`src/rtl/instr_sequencer.sv`:
```
// Instruction sequencer: latches an instruction on a valid/ready handshake,
// then walks the controller through timesteps T1..T3. LOAD/COPY finish in T1,
// other legal opcodes finish in T3, and opcodes 14/15 raise a sticky error flag.
module instr_sequencer #(
    parameter int IW = 10,
    parameter int CW = 8
) (
    input  logic          clk,
    input  logic          rst_n,
    input  logic [IW-1:0] instr_in,
    input  logic          instr_valid,
    output logic          instr_ready,
    input  logic          halt,
    input  logic          stall,
    input  logic          clr_err,
    output logic [IW-1:0] ir,
    output logic [1:0]    T,
    output logic          busy,
    output logic          done,
    output logic          illegal_err,
    output logic [CW-1:0] retired
);

    // The state encoding doubles as the timestep value seen by the controller.
    typedef enum logic [1:0] {
        FETCH = 2'b00,
        EX1   = 2'b01,
        EX2   = 2'b10,
        EX3   = 2'b11
    } state_t;

    state_t        r_state;
    state_t        w_nextState;
    logic [IW-1:0] r_ir;
    logic [CW-1:0] r_retired;
    logic          r_illegalErr;
    logic [3:0]    w_opcode;
    logic          w_accept;
    logic          w_done;
    logic          w_illegalDet;

    assign w_opcode    = r_ir[3:0];
    assign ir          = r_ir;
    assign T           = r_state;
    assign busy        = (r_state != FETCH);
    assign instr_ready = (r_state == FETCH) && !halt;
    assign done        = w_done;
    assign illegal_err = r_illegalErr;
    assign retired     = r_retired;

    // Next-state decode, retire pulse and illegal-opcode detection.
    always_comb begin
        w_nextState  = r_state;
        w_accept     = 1'b0;
        w_done       = 1'b0;
        w_illegalDet = 1'b0;
        case (r_state)
            FETCH: begin
                if (instr_valid && !halt) begin
                    w_accept    = 1'b1;
                    w_nextState = EX1;
                end
            end
            EX1: begin
                if (!stall) begin
                    if (w_opcode >= 4'd14) begin
                        w_illegalDet = 1'b1;
                        w_nextState  = FETCH;
                    end else if (w_opcode <= 4'd1) begin
                        w_done      = 1'b1;
                        w_nextState = FETCH;
                    end else begin
                        w_nextState = EX2;
                    end
                end
            end
            EX2: begin
                if (!stall) begin
                    w_nextState = EX3;
                end
            end
            EX3: begin
                if (!stall) begin
                    w_done      = 1'b1;
                    w_nextState = FETCH;
                end
            end
            default: w_nextState = FETCH;
        endcase
    end

    // State, instruction register, retire counter and sticky error flag.
    always_ff @(posedge clk or negedge rst_n) begin
        if (!rst_n) begin
            r_state      <= FETCH;
            r_ir         <= '0;
            r_retired    <= '0;
            r_illegalErr <= 1'b0;
        end else begin
            r_state <= w_nextState;
            if (w_accept) begin
                r_ir <= instr_in;
            end
            if (w_done) begin
                r_retired <= r_retired + CW'(1);
            end
            if (w_illegalDet) begin
                r_illegalErr <= 1'b1;
            end else if (clr_err) begin
                r_illegalErr <= 1'b0;
            end
        end
    end

endmodule
```
`config.mk`:
```
export PLATFORM = sky130hd
export DESIGN_NAME = instr_sequencer
export DESIGN_NICKNAME = d
export VERILOG_FILES = /design/src/rtl/instr_sequencer.sv
export SDC_FILE = /design/constraint.sdc
export NUM_CORES = 1
export LEC_CHECK = 0
export ABC_AREA = 1
export CAP_MARGIN = 40
export CORE_MARGIN = 2
export CORE_UTILIZATION = 42
export DETAILED_ROUTE_END_ITERATION = 16
export HOLD_SLACK_MARGIN = 0.02
export PLACE_DENSITY_LB_ADDON = 0.12
export REMOVE_ABC_BUFFERS = 1
export SYNTH_ARGS = -nofsm -noshare
export SYNTH_HDL_FRONTEND = slang
export SYNTH_SLANG_ARGS = --single-unit
```
`constraint.sdc`:
```
create_clock -name clk -period 1.8 [get_ports clk]
set_clock_uncertainty 0.05 [all_clocks]
set_input_delay 0.54 -clock clk [delete_from_list [all_inputs] [get_ports clk]]
set_output_delay 0.54 -clock clk [all_outputs]
set_load 0.01 [all_outputs]
```
==> metrics.md <==
| Metric | Value |
|---|---|
| Final setup fails | 1 |
| Status | finished, violations left |
| Routed WL | 2792 um |
| Ant. Diodes | 0 |
| Hold/Removal Path Class | flop to flop |
| Flop2flop setup slack | 0.13 ns |
| Total of warnings raised by yosys | 0 |
| Syn Std Cell Area | 0.001025 mm2 |
| Hold EP | ir[4] |
| Syn Inst Count | 122 |
| Setup TNS | -0.02732 ns |
| Crit path capture type | primary output |
| Peak fanout along the critical path | 2 |
| Final Max Tran Viols | 0 |
| HPWL after detailed placement | 1823 um |
| IO Port Bufs | 39 |
| Crit share post-route | 101.5% |
| IO Pins | 40 |
| Max transition margin | around 82% |
| GRT Total Usage | a little over a fifth |
| Hold-fix buffers, CTS | 0 |
| Avg Cell Area, Syn | around 8.4 um2 |
| RSZ-0062 raised after global routing | yes |
| Maxcap violations | 0 |
| Leakage | slightly below 1 nW |
| Vias in the first global route | ~1000 |
| GRT Residual Overflow | 0 |
| First-pass iteration count of the detailed router | 4 |
| FF+latch count, synth | 21 |
| CP Launch Type | flop |
| PD cells | 1390 mW/mm2 |
| GP Congestion | 0.8154 |
| Arr. time, crit path | 1.24 ns |
| TritonCTS clock tree | built |
| Core Area | 0.002255 mm2 |
| Reg area | 525.5 um2 |
| Kind of critical path | flop to primary output |
| Clock Path Buffers | 2 |
| Clk_lat worst skew | a little over 0.3 ns |
| Synthesis-to-layout area growth | 68.01% |
| Largest net degree at the start of global routing | 22 |
| Cell count of the worst hold path | 2 |
| Vias | around 1100 |
| Clock-pin slew on the worst setup and hold paths | 0.13 ns |
| Synth cell types | 19 |
| Hold_ws | 0.4315 ns |
| RR Startpoint | ir[2] |
| Full die area | 0.002851 mm2 |
| Seq/Total Area, Yosys | 51.28% |
| Worst r2r dst | retired[6] |
| Tmin final | between 1.5 and 2 ns |
| Clk sinks | 21 |
| Tightest Pin Transition | 0.2743 ns |
| Avg WL per Cell | 12.41 um |
| Starting density of the core | 45.45% |
| R2r worst-path depth | 11 |
| Initial antenna violation count | 0 |
| Layout cells sized above 1 | 30.96% |
| Critical path data required time | 1.21 ns |
| Root Driver | clkbuf_4 |
| Num CTS Buffers | 3 |
| Hold Vio Cnt, Final | 0 |
| Hold Startpoint | ir[4] |
| Starting DRT DRC Count | 25 |
| Row cnt | 17 |
| Routed Antenna Nets | 0 |
| Max IR drop VDD | 0.9221 mV |
| First-pass GRT wire length | ~4300 um |
| Fillers | 171 |
| Die Wd | 53.40 um |
| DRC violations left | 0 |
| PnR worst setup slack | -0.02732 ns |
| Upper clock frequency limit | 0.5473 GHz |
| Violated checks | setup timing |
| Multi-input combinational cell area | 455.4 um2 |
| DR vias/cell | 4.787 |
| CTS HTree Levels | 1 |
| Final #Nets | 215 |
| Die Ht | roughly 53 um |
| Tot Pwr | approximately 0.0024 W |
==> cell type report <==
class | instances | area share (%)
inverters | 12 | 2.616
multi-input cells | 87 | 26.45
well taps | 28 | 2.035
flip-flops and latches | 21 | 30.52
repair buffers | 73 | 36.77
clock buffers | 3 | 1.308
clock inverters | 1 | 0.2907
==> cell usage in the layout (no fill, tap or decap) <==
cell type / n
buf_6: 2
xnor2_1: 3
nand2_4: 2
nor2_1: 10
nand2_1: 42
nor2_8: 1
o22ai_1: 1
clkbuf_2: 3
clkbuf_4: 3
clkdlybuf4s50_1: 13
nand3_1: 13
clkinv_2: 1
o21ai_0: 2
a21oi_2: 3
nor2_4: 1
a21oi_1: 1
nand2_2: 2
buf_4: 34
nand3_2: 3
dfrtp_1: 21
nand4_1: 2
ha_1: 1
inv_1: 6
dlygate4sd2_1: 14
dlymetal6s2s_1: 7
inv_2: 6
==> state kept, by name (all words and copies together) (netlist names), named ones only <==
| signal | cells |
|---|---|
| retired | 8 |
| illegal_err | 1 |
| T | 1 |
| ir | 10 |
==> through the flow <==
step / utilization [%] / setup WS (ns) / instance area, um2 / std cells
after floorplan: - / 0.2605 / 1008 / 120
after global placement: 68.26 / -0.5817 / 1539 / 201
after detailed placement: 68.26 / -0.5779 / 1539 / 201
after CTS: 74.14 / -0.1067 / 1672 / 220
after global routing: 76.36 / -0.1087 / 1722 / 225
final: 76.36 / -0.02732 / 1722 / 225
==> cells by family (layout without fill, tap and decap cells) <==
kind of cell	after synthesis	in the layout	synth area share, %
buffers and inverters	14	89	5.982
and+or+nand+nor	76	76	34.31
AOI/OAI and AO/OA	7	7	4.640
adders and majority gates	1	1	1.221
xor gates and xnor gates	3	3	2.565
DFF	21	21	51.28
==> worst max path at each step <==
stage | startpoint | to | slack, ns | cells after the start
finish | ir[2] | done | -0.03 | 6
global route | ir[1] | done | -0.11 | 6
CTS | ir[2] | done | -0.11 | 6
detailed placement | stall | done | -0.58 | 5
global placement | stall | done | -0.58 | 5
floorplan | stall | done | 0.26 | 3
==> cell usage after synthesis (all sizes together) <==
master	number	share of area, %
a21oi	4	3.1
buf	2	1.6
nor2	12	6.7
xnor2	3	2.6
inv	12	4.4
nand4	2	1.2
nand3	16	7.8
o21ai	2	0.98
ha	1	1.2
nand2	46	19
dfrtp	21	51
o22ai	1	0.61
==> critical path, cell delays in order, from the launching register on <==
cell     delay [ns]
dfrtp_1        0.42
inv_2          0.08
nand3_2        0.11
nand2_2        0.09
nand2_2        0.07
inv_2          0.07
buf_6          0.09
==> power breakdown <==
group	switching, W	internal [W]
Combinational	0.000661	0.000757
Clock	0.000143	0.0000828
Sequential	0.000104	0.000645
==> what timing repair did <==
item                       4_1_cts  5_1_grt
pin swaps                        2        3
setup buffers                   15        7
setup endpoints to repair       20       11
gates resized for setup         31       17
==> metal layers <==
metal	up-vias	wire length [um]	track usage, %
met4	0	76	11.11
met3	8	143	4.237
met2	39	1448	37.86
met1	496	1124	22.98
met5	-	0	0
li1	534	-	-
Note: power is estimated with default switching activity, not from simulation.
